===== config.mk =====
export PLATFORM = sky130hd
export DESIGN_NAME = dvp_camera_tx
export DESIGN_NICKNAME = d
export VERILOG_FILES = /design/src/rtl/dvp_camera_tx.sv
export SDC_FILE = /design/constraint.sdc
export NUM_CORES = 1
export LEC_CHECK = 0
export ABC_AREA = 1
export BUFFER_PORTS_ARGS = -buffer_cell sky130_fd_sc_hd__clkbuf_2
export CORE_MARGIN = 4
export CORE_UTILIZATION = 65
export CTS_BUF_LIST = sky130_fd_sc_hd__clkbuf_2
export CTS_CLUSTER_SIZE = 8
export DETAILED_ROUTE_END_ITERATION = 6
export PLACE_DENSITY_LB_ADDON = 0.12
export SYNTH_ARGS = -nofsm -noshare
export SYNTH_HDL_FRONTEND = slang
export SYNTH_SLANG_ARGS = --single-unit

===== constraint.sdc =====
create_clock -name pclk -period 2.6 [get_ports pclk]
set_input_delay 0.52 -clock pclk [delete_from_list [all_inputs] [get_ports pclk]]
set_output_delay 0.52 -clock pclk [all_outputs]
set_load 0.1 [all_outputs]

===== src/rtl/dvp_camera_tx.sv =====
// DVP camera sensor emulator: serialises 128-bit pixel words onto vsync/href/data
// pins with programmable frame timing. All pin outputs are registered.
module dvp_camera_tx #(
  parameter int unsigned LINE_BYTES = 1280,
  parameter int unsigned H_BLANK    = 144,
  parameter int unsigned ACT_LINES  = 480,
  parameter int unsigned VS_LINES   = 4,
  parameter int unsigned VBP_LINES  = 18,
  parameter int unsigned VFP_LINES  = 10
) (
  input  logic         pclk,
  input  logic         HReset_N,
  input  logic         i_En,
  input  logic         i_VsyncInv,
  input  logic         i_HrefInv,
  input  logic [127:0] i_Data,
  input  logic         i_Valid,
  output logic         o_Ready,
  output logic         vsync,
  output logic         href,
  output logic [7:0]   data,
  output logic         o_FrameStart,
  output logic         o_Underrun,
  output logic         o_Busy
);

  localparam int unsigned LinePeriod = LINE_BYTES + H_BLANK;
  localparam int unsigned FrameLines = VS_LINES + VBP_LINES + ACT_LINES + VFP_LINES;
  localparam int unsigned HW = $clog2(LinePeriod + 1);
  localparam int unsigned VW = $clog2(FrameLines + 1);

  localparam logic [HW-1:0] HLast    = HW'(LinePeriod - 1);
  localparam logic [HW-1:0] HActEnd  = HW'(LINE_BYTES);
  localparam logic [VW-1:0] VLast    = VW'(FrameLines - 1);
  localparam logic [VW-1:0] VbpStart = VW'(VS_LINES);
  localparam logic [VW-1:0] ActStart = VW'(VS_LINES + VBP_LINES);
  localparam logic [VW-1:0] VfpStart = VW'(VS_LINES + VBP_LINES + ACT_LINES);

  typedef enum logic [2:0] {StIdle, StVsync, StVbp, StActive, StVfp} state_e;

  state_e          state_q, state_d;
  logic [HW-1:0]   h_cnt_q, h_cnt_d;
  logic [VW-1:0]   v_cnt_q, v_cnt_d;
  logic            vinv_q, hinv_q;
  logic            hold_v_q, hold_v_d;
  logic [127:0]    hold_data_q, hold_data_d;
  logic [127:0]    shift_q, shift_d;
  logic [127:0]    load_word;
  logic [7:0]      byte_d;
  logic            h_wrap, frame_end, frame_go;
  logic            vs_raw, hr_raw, slot_load, accept, frame_first;

  // Empty zero-length regions (VBP/VFP of 0 lines) fall through naturally.
  function automatic state_e region(logic [VW-1:0] v);
    if (v < VbpStart)      return StVsync;
    else if (v < ActStart) return StVbp;
    else if (v < VfpStart) return StActive;
    else                   return StVfp;
  endfunction

  assign h_wrap    = (h_cnt_q == HLast);
  assign frame_end = (state_q != StIdle) && h_wrap && (v_cnt_q == VLast);
  // A new frame starts (and polarities are relatched) on this edge.
  assign frame_go  = i_En && ((state_q == StIdle) || frame_end);

  // State register
  always_ff @(posedge pclk or negedge HReset_N) begin
    if (!HReset_N) state_q <= StIdle;
    else           state_q <= state_d;
  end

  // Next-state: counters advance outside IDLE, state tracks the v_cnt region
  always_comb begin
    h_cnt_d = '0;
    v_cnt_d = '0;
    if (state_q != StIdle) begin
      if (h_wrap) begin
        v_cnt_d = (v_cnt_q == VLast) ? '0 : v_cnt_q + 1'b1;
      end else begin
        h_cnt_d = h_cnt_q + 1'b1;
        v_cnt_d = v_cnt_q;
      end
    end
    state_d = state_q;
    case (state_q)
      StIdle:  state_d = i_En ? StVsync : StIdle;
      default: begin
        if (frame_end) state_d = i_En ? StVsync : StIdle;
        else           state_d = region(v_cnt_d);
      end
    endcase
  end

  // Outputs decoded from state and counters
  always_comb begin
    vs_raw      = (state_q == StVsync);
    hr_raw      = (state_q == StActive) && (h_cnt_q < HActEnd);
    slot_load   = hr_raw && (h_cnt_q[3:0] == 4'd0);
    o_Ready     = ~hold_v_q | slot_load;
    accept      = i_Valid & o_Ready;
    o_Underrun  = slot_load & ~hold_v_q;
    o_Busy      = (state_q != StIdle);
    frame_first = vs_raw && (h_cnt_q == '0) && (v_cnt_q == '0);
  end

  // Counters and latched pin polarities
  always_ff @(posedge pclk or negedge HReset_N) begin
    if (!HReset_N) begin
      h_cnt_q <= '0;
      v_cnt_q <= '0;
      vinv_q  <= 1'b0;
      hinv_q  <= 1'b0;
    end else begin
      h_cnt_q <= h_cnt_d;
      v_cnt_q <= v_cnt_d;
      if (frame_go) begin
        vinv_q <= i_VsyncInv;
        hinv_q <= i_HrefInv;
      end
    end
  end

  // Hold register refill and LSB-first byte shifter; an empty hold yields a zero slot
  always_comb begin
    load_word   = hold_v_q ? hold_data_q : '0;
    hold_data_d = accept ? i_Data : hold_data_q;
    hold_v_d    = hold_v_q;
    if (slot_load)   hold_v_d = accept;
    else if (accept) hold_v_d = 1'b1;
    shift_d = shift_q;
    byte_d  = 8'h00;
    if (slot_load) begin
      shift_d = load_word >> 8;
      byte_d  = load_word[7:0];
    end else if (hr_raw) begin
      shift_d = shift_q >> 8;
      byte_d  = shift_q[7:0];
    end
  end

  // Datapath state
  always_ff @(posedge pclk or negedge HReset_N) begin
    if (!HReset_N) begin
      hold_v_q    <= 1'b0;
      hold_data_q <= '0;
      shift_q     <= '0;
    end else begin
      hold_v_q    <= hold_v_d;
      hold_data_q <= hold_data_d;
      shift_q     <= shift_d;
    end
  end

  // Registered pins, one cycle behind the counters
  always_ff @(posedge pclk or negedge HReset_N) begin
    if (!HReset_N) begin
      vsync        <= 1'b0;
      href         <= 1'b0;
      data         <= 8'h00;
      o_FrameStart <= 1'b0;
    end else begin
      vsync        <= vs_raw ^ vinv_q;
      href         <= hr_raw ^ hinv_q;
      data         <= byte_d;
      o_FrameStart <= frame_first;
    end
  end

endmodule


==> results of run 1 <==
-- worst min-delay path, cell delays in order --
cell and delay, ps:
clkbuf_2 170, nand2_8 200, nand2_1 120
-- routing by layer --
metal  global-route usage, %  share of wire, %  wire length [µm]
met5                       0                 0                 0
met4                    11.3               3.0               935
met3                    6.18               6.2              1920
met2                    51.7                52             15900
met1                    40.1                39             12100
-- cell type report --
class	instances	area [µm²]	area share (%)
flip-flops and latches	286	7160	47.1
multi-input cells	678	4480	29.5
clock inverters	18	103	0.676
well taps	229	287	1.89
diodes	1	2.50	0.0165
inverters	55	216	1.43
repair buffers	301	2410	15.9
clock buffers	105	526	3.46
-- cell usage in the layout, fill, tap and decap left out, types with 2 or more instances in the layout --
master           n
dfrtp_1        285
nor2_1         259
clkbuf_2       248
dlygate4sd3_1  132
a221oi_1       112
mux2_2          98
nand2_1         81
inv_1           41
mux2_4          25
nand3_1         19
a21oi_1         18
buf_12          14
inv_2           13
clkinv_1        12
o21ai_0         11
buf_4           11
nand4_1          8
nor3_1           8
nand2_4          5
nand3_2          4
nor2_2           4
xor2_1           3
ha_1             3
nand3_4          2
o21ai_2          2
nor2_4           2
nor3_4           2
a21oi_2          2
nor3b_1          2
inv_4            2
nor4_1           2
clkinvlp_4       2
-- sequential cells by signal (all words and copies together), names as in the netlist, 3 cells and up --
| register | cells |
|---|---|
| v_cnt_q | 10 |
| shift_q | 120 |
| hold_data_q | 128 |
| h_cnt_q | 11 |
| data | 8 |
| state_q | 3 |
-- cells by family (layout without fill, tap and decap cells) --
family | count (synthesis) | after routing | synth area share [%]
fa+ha+maj | 4 | 4 | 0.414
buf+inv | 122 | 479 | 4.28
simple gates | 401 | 401 | 13.9
mux | 123 | 123 | 12.2
xor+xnor | 4 | 4 | 0.290
other cells | 0 | 1 | 0
flops | 286 | 286 | 59.3
compound gates | 146 | 146 | 9.62
-- through the flow --
step | hold slack (ps) | util [%] | worst slack [ps]
floorplan | 224 | - | 411
global placement | 443 | 72.5 | 529
detailed placement | 454 | 72.5 | 473
CTS | 176 | 83.5 | -25.4
global route | 217 | 83.7 | -57.6
finish | 248 | 83.7 | 72.4
-- worst paths after layout --
kind	from	to	cells past startpoint
worst max register to register	h_cnt_q[1]	state_q[1]	14
worst max-delay path	state_q[2]	o_Underrun	6
worst min register to register	vinv_q	vsync	1
max in group asynchronous	HReset_N	hold_data_q[123]	3
min in group asynchronous	HReset_N	hold_data_q[111]	2
worst min-delay path	i_Valid	hold_v_q	3
-- power by group --
group / internal [mW] / switching, mW
clock: 1.17 / 1.83
sequential: 4.51 / 0.0643
combinational: 0.354 / 0.506
total: 6.03 / 2.40
-- timing repair --
item	CTS	global route
endpoints found under the setup margin	2	3
resized for setup	9	4
pin swaps	4	3
hold buffers	132	0
hold endpoints to repair	204	0
setup buffers	2	2
==> flow_summary.yaml, run 1 <==
timing:
  rsz0062_at_grt: "true"
  fin_skew_ps: 78.4
  slew_violations: 0
  min_period_over_period_pct: 97.2
  worst-slew-pin-transition_ps: 763
  finalSetupViolations: 0
  relSlewSlack_pct: 49.1
  period_needed_ps: 2530
  max_freq_ghz: 0.396
  setup_tns_ps: 0
  hold_violations: 0
worst_setup_path:
  crit_family: "simple AND/OR/NAND/NOR gates"
  worstPathCellList: "nor3_4 -> nand2_4 -> inv_4 -> nand2_4 -> nor2_4 -> buf_12"
  ff2ff_setup_slack_ps: 410
  crit_top_cell: "nand2_4"
  worst_ep_arrival_time_ps: 2010
  worstSetupStartpointType: "flop"
  worstSetupPathType: "flop to output pin"
  slowest_delay_ps: 430
  crit_path_end_kind: "output pin"
  worstPathMaxFanout: 3
  critical_path_buf_inv_count: 2
  required_ps: 2080
  cpMaxStageDelayCell: "dfrtp_1"
grt:
  antenna_found_initial: 1
  grt_pass1_wl_um: 50400
  overflow: 0
  grtUsageTotal_pct: 30.8
  grt_pass1_vias: 9933
  grt_max_degree: 130
detailed_routing:
  routedWlPerCell_um: 18.5
  num_vias: 9664
  ant_nets: 0
  wirelength_um: 30900
  route.detailed.drc: 0
  vias_per_cell: 5.78
  drt-initial-drc-count: 800
  drtPass1Iterations: 5
synthesis:
  syn_inst: 1086
  yosys_warnings: 0
  synth_common_cells: "dfrtp_1, nor2_1, a221oi_1"
  synth_top_area_cell: "dfrtp_1"
  synthArstFlopShare_pct: 100
  synth_area_leaders: "dfrtp_1, mux2_2, a221oi_1, nor2_1, mux2_4"
  synthFlopType: "dfrtp_1"
  synth_cell_types: 34
  avgSynthCellArea_um2: 11.1
  synth_most_common_cell: "dfrtp_1"
  syn-num-nets: 1224
  ys_seq_elements: 286
  synth_edf_count: 0
  yosysSeqAreaShare_pct: 59.3
  yosys.area.top_type_share_pct: 59.3
  synth_area_mm2: 0.0121
place:
  place_congestion: 0.866
  place_area_mm2: 0.0132
  dpl.hpwl_um: 17200
  place_inst: 1413
  port-buffer-count: 147
cells_and_area:
  drive_gt1_share_pct: 30.8
  syn_to_final_growth_pct: 25.7
  fillCellCount: 1063
  nNetsFinal: 1531
  final_cells: 1673
  post-route-cell-area_mm2: 0.0152
clock_network:
  clock_sinks: 286
  cts_buffers: 71
  clock_latency_ps: 850
  clk_pin_slew_ps: 90
  clockBufferDepth: 3
  cts_tree: "done"
  root_buffer: "clkbuf_2"
  h-tree-depth: 3
floorplan:
  rows: 49
  initial_core_util_pct: 66.5
  dieArea_mm2: 0.0208
  fp.dieW_um: 144
  ioPinCount: 148
  die_height_um: 144
  core_mm2: 0.0181
pwr:
  powerDensity_mw_per_mm2: 555
  ir_drop_v: 0.000480
  p_leak_nw: 8.05
  total_power_mw: 8.43
min_path:
  min_path_type: "input port to flop"
job:
  drv_cap: 0
status:
  status: "completed"
(Power assumes the default switching activity.)
==> run 2: changes to the inputs <==
==> constraint.sdc (replaced) <==
create_clock -name pclk -period 2.6 [get_ports pclk]
set_input_delay 0.26 -clock pclk [delete_from_list [all_inputs] [get_ports pclk]]
set_output_delay 0.26 -clock pclk [all_outputs]
set_load 0.1 [all_outputs]
==> flow_summary.yaml, run 2 (synthesis gave the netlist of run 1 again) <==
status:
  status: "completed"
detailed_routing:
  ant_nets: 0
  route.detailed.drc: 0
  routedWlPerCell_um: 19.2
  drt-initial-drc-count: 760
  vias_per_cell: 5.85
  wirelength_um: 32100
  num_vias: 9770
  drtPass1Iterations: 6
clock_network:
  clk_pin_slew_ps: 100
  h-tree-depth: 3
  clockBufferDepth: 3
  root_buffer: "clkbuf_2"
  clock_sinks: 286
  cts_tree: "done"
  clock_latency_ps: 840
  cts_buffers: 72
  cts_setup_buffers: 0
min_path:
  hold_start: "i_Valid"
  min_path_type: "input port to flop"
pwr:
  total_power_mw: 8.46
  powerDensity_mw_per_mm2: 558
  p_leak_nw: 8.03
  ir_drop_v: 0.000521
timing:
  setup_tns_ps: 0
  max_freq_ghz: 0.406
  worst-slew-pin-transition_ps: 690
  fin_skew_ps: 60.4
  min_period_over_period_pct: 94.8
  hold_violations: 0
  finalSetupViolations: 0
  period_needed_ps: 2460
  relSlewSlack_pct: 54.0
  slew_violations: 0
cells_and_area:
  final_common_cell: "dfrtp_1"
  post-route-cell-area_mm2: 0.0151
  nNetsFinal: 1532
  multi_input_area_mm2: 0.00445
  regMostFlops: "hold_data_q"
  largestRegisters: "hold_data_q x128, shift_q x120, h_cnt_q x11"
  largest_reg_flops: 128
  final_cells: 1671
  syn_to_final_growth_pct: 25.4
  final_util_pct: 83.5
  drive_gt1_share_pct: 30.1
  fillCellCount: 1026
  seq_area_mm2: 0.00716
  final_cell_mix: "dfrtp_1, nor2_1, clkbuf_2, dlygate4sd3_1, a221oi_1"
worst_setup_path:
  cp-startpoint: "h_cnt_q[0]"
  reg2reg_from: "h_cnt_q[0]"
  crit_path_end_kind: "flop"
  worstSetupStartpointType: "flop"
  worstPathMaxFanout: 11
  required_ps: 3270
  worst_ep_arrival_time_ps: 3140
  worstSetupPathType: "flop to flop"
floorplan:
  die_height_um: 144
  fp.dieW_um: 144
  initial_core_util_pct: 66.5
  ioPinCount: 148
  core_mm2: 0.0181
  rows: 49
  dieArea_mm2: 0.0208
grt:
  antenna_found_initial: 1
  overflow: 0
  grt_pass1_vias: 10100
  grt_max_degree: 130
  grt_pass1_wl_um: 51200
  grtUsageTotal_pct: 31.5
place:
  place_inst: 1413
  port-buffer-count: 147
  place_congestion: 0.870
  dpl.hpwl_um: 17100
  place_area_mm2: 0.0131
job:
  drv_cap: 0
==> run 2: changes by cell type in the layout (fill, tap and decap cells not counted), sizes merged <==
cell	before	now
dlygate4sd3	132	135
bufinv	1	2
clkbuf	248	244
buf	26	22
inv	56	55
diode	1	2
clkinv	14	18
clkinvlp	2	0
==> run 2: where the power goes <==
part           switching (mW)  leakage (nW)  internal, mW
sequential             0.0585          3.93          4.51
combinational           0.506          3.62         0.335
clock                    1.82         0.484          1.23
total                    2.39          8.03          6.07
==> run 2: path summary, 6_finish.rpt <==
check	endpoint	slack, ps	depth (start not counted)
worst max-delay path	vinv_q	140	10
worst min-delay path	hold_data_q[28]	170	3
worst max register to register	vinv_q	140	10
worst min register to register	vsync	470	1
max in group asynchronous	shift_q[89]	1520	4
min in group asynchronous	hold_data_q[9]	420	3
==> run 2: layout make-up <==
class | instances | share of cell area, %
clock inverter | 20 | 0.892
timing repair buffer | 301 | 15.9
multi-input combinational | 678 | 29.4
clock buffer | 100 | 3.30
antenna | 2 | 0.0330
sequential | 286 | 47.3
tap | 229 | 1.89
inverter | 55 | 1.41
==> run 2: routing by layer <==
layer	vias up	track usage, %	routed length, µm
li1	4408	-	-
met1	4846	39.9	12600
met5	-	0	0
met2	423	52.9	16600
met4	0	13.5	1180
met3	93	6.61	1760
==> run 2: worst max-delay path, cell delays in order (launching register included) <==
cell	delay, ps
dfrtp_1	390
ha_1	190
nand2_1	80
nor2_2	190
nand3_4	180
nand2_4	200
nand2_4	100
inv_2	70
nand2_1	100
mux2_2	280
dlygate4sd3_1	570
==> run 2: stage by stage <==
stage                     hold WS, ps  worst slack, ps
after global routing              114            -28.5
after floorplan                 -35.6              214
after CTS                         112             10.8
final                             174              135
after detailed placement          230              374
after global placement            231              454
==> run 2: repair_timing <==
action | CTS | global route
endpoints found under the hold margin | 417 | 0
endpoints found under the setup margin | 0 | 4
resized for setup | 0 | 3
hold buffers | 136 | 0
==> run 3: changes to the inputs <==
CELL_PAD_IN_SITES_DETAIL_PLACEMENT = 0   (was not set)
CELL_PAD_IN_SITES_GLOBAL_PLACEMENT = 1   (was not set)
CORE_UTILIZATION = 52   (was 65)
==> flow_summary.yaml, run 3 (synthesis gave the netlist of run 1 again) <==
status:
  status: "completed"
clock_network:
  clockBufferDepth: 3
  cts_buffers: 74
  clock_latency_ps: 820
  cts_tree: "done"
  root_buffer: "clkbuf_2"
  h-tree-depth: 3
  clock_sinks: 286
  cts_setup_buffers: 0
  clk_pin_slew_ps: 110
grt:
  grt_pass1_wl_um: 48900
  overflow: 0
  grt_max_degree: 130
  antenna_found_initial: 1
  grtUsageTotal_pct: 23.1
  grt_pass1_vias: 9694
timing:
  setup_tns_ps: 0
  worst_slack_ps: 190
  fin_skew_ps: 84.6
  max_freq_ghz: 0.415
  finalSetupViolations: 0
  relSlewSlack_pct: 57.1
  period_needed_ps: 2410
  min_period_over_period_pct: 92.7
  hold_violations: 0
  whs_ps: 205
  rsz0062_at_grt: "false"
  worst-slew-pin-transition_ps: 643
  slew_violations: 0
worst_setup_path:
  worstPathMaxFanout: 3
  worstSetupPathType: "flop to output pin"
  worstPathCellList: "inv_1 -> ha_1 -> nand3_4 -> inv_2 -> nand2_1 -> nor2_2 -> buf_12"
  worstSetupStartpointType: "flop"
  slowest_delay_ps: 410
  crit_path_end_kind: "output pin"
  worst_ep_arrival_time_ps: 2150
  cpMaxStageDelayCell: "dfrtp_1"
  required_ps: 2340
min_path:
  min_path_type: "input port to flop"
detailed_routing:
  num_vias: 9303
  wirelength_um: 29500
  routedWlPerCell_um: 16.9
  drt-initial-drc-count: 607
  ant_nets: 0
  drtPass1Iterations: 4
  route.detailed.drc: 0
  vias_per_cell: 5.33
floorplan:
  die_height_um: 160
  ioPinCount: 148
  initial_core_util_pct: 53.2
  core_mm2: 0.0227
  rows: 55
  fp.dieW_um: 160
  dieArea_mm2: 0.0257
pwr:
  swShare_pct: 27.0
  p_sw_mw: 2.33
  intPower_mw: 6.32
  comb_power_share_pct: 9.6
  ir_drop_v: 0.000324
  powerDensity_mw_per_mm2: 560
  p_clk_share_pct: 37.7
  sequentialPowerShare_pct: 52.7
  p_leak_nw: 8.18
cells_and_area:
  largestRegisters: "hold_data_q x128, shift_q x120, h_cnt_q x11"
  syn_to_final_growth_pct: 28.0
  post-route-cell-area_mm2: 0.0155
  final_common_cell: "dfrtp_1"
  drive_gt1_share_pct: 29.8
  final_cell_mix: "dfrtp_1, nor2_1, clkbuf_2, dlygate4sd3_1, a221oi_1"
  nNetsFinal: 1547
  largest_reg_flops: 128
  fillCellCount: 1770
  regMostFlops: "hold_data_q"
place:
  port-buffer-count: 147
  dpl.hpwl_um: 17400
  place_congestion: 0.842
  dp_slack_ps: 399
  place_area_mm2: 0.0132
job:
  drv_cap: 0
[run 3: worst paths after layout]
check	depth (start not counted)	slack (ps)	start	endpoint
min	3	210	i_Data[30]	hold_data_q[30]
min in group asynchronous	3	450	HReset_N	h_cnt_q[5]
min reg2reg	1	460	hinv_q	href
max	7	190	h_cnt_q[0]	o_Underrun
max in group asynchronous	4	1590	HReset_N	state_q[2]
max reg2reg	9	240	h_cnt_q[0]	hold_data_q[62]
[run 3: layout make-up]
| class | count | area, µm² | area share (%) |
|---|---|---|---|
| repair buffers | 314 | 2560 | 16.6 |
| clock inverters | 21 | 196 | 1.27 |
| inverters | 55 | 214 | 1.38 |
| flip-flops and latches | 286 | 7160 | 46.3 |
| well taps | 285 | 357 | 2.31 |
| clock buffers | 105 | 526 | 3.40 |
| diodes | 1 | 2.50 | 0.0162 |
| multi-input cells | 678 | 4440 | 28.7 |
[run 3: critical path: cells and delay by family, from the launching register on]
family	cells	cell delay, ps
flip-flops	1	410
AND/OR/NAND/NOR	3	390
buffers and inverters	3	360
adder cells (fa/ha/maj)	1	190
[run 3: routing by layer]
metal | vias to the layer above | global-route usage, % | routed length [µm] | share of wire [%]
met4 | 0 | 8.33 | 618 | 2.1
li1 | 4442 | - | - | -
met3 | 48 | 4.00 | 1150 | 3.9
met5 | - | 0 | 0 | 0
met2 | 209 | 37.6 | 14500 | 49
met1 | 4604 | 31.6 | 13200 | 45
[run 3: repair_timing]
action                                  CTS  global route
resized for setup                         1             0
endpoints found under the setup margin    1             0
hold endpoints to repair                418             0
hold buffers                            152             0
[run 3: through the flow]
| step | total power [mW] | instances | utilization [%] |
|---|---|---|---|
| detailed placement | 5.32 | 1466 | 58.1 |
| floorplan | 4.98 | 1086 | - |
| finish | 8.65 | 1745 | 68.1 |
| CTS | 8.78 | 1744 | 68.0 |
| global placement | 5.32 | 1466 | 58.1 |
| global route | 9.10 | 1745 | 68.1 |
[run 3: power by group through the flow]
stage	combinational, mW	sequential, mW	clock, mW
finish	0.828	4.56	3.26
global route	0.921	4.57	3.60
CTS	0.828	4.56	3.38
detailed placement	0.664	4.65	0
global placement	0.668	4.65	0
floorplan	0.327	4.65	0
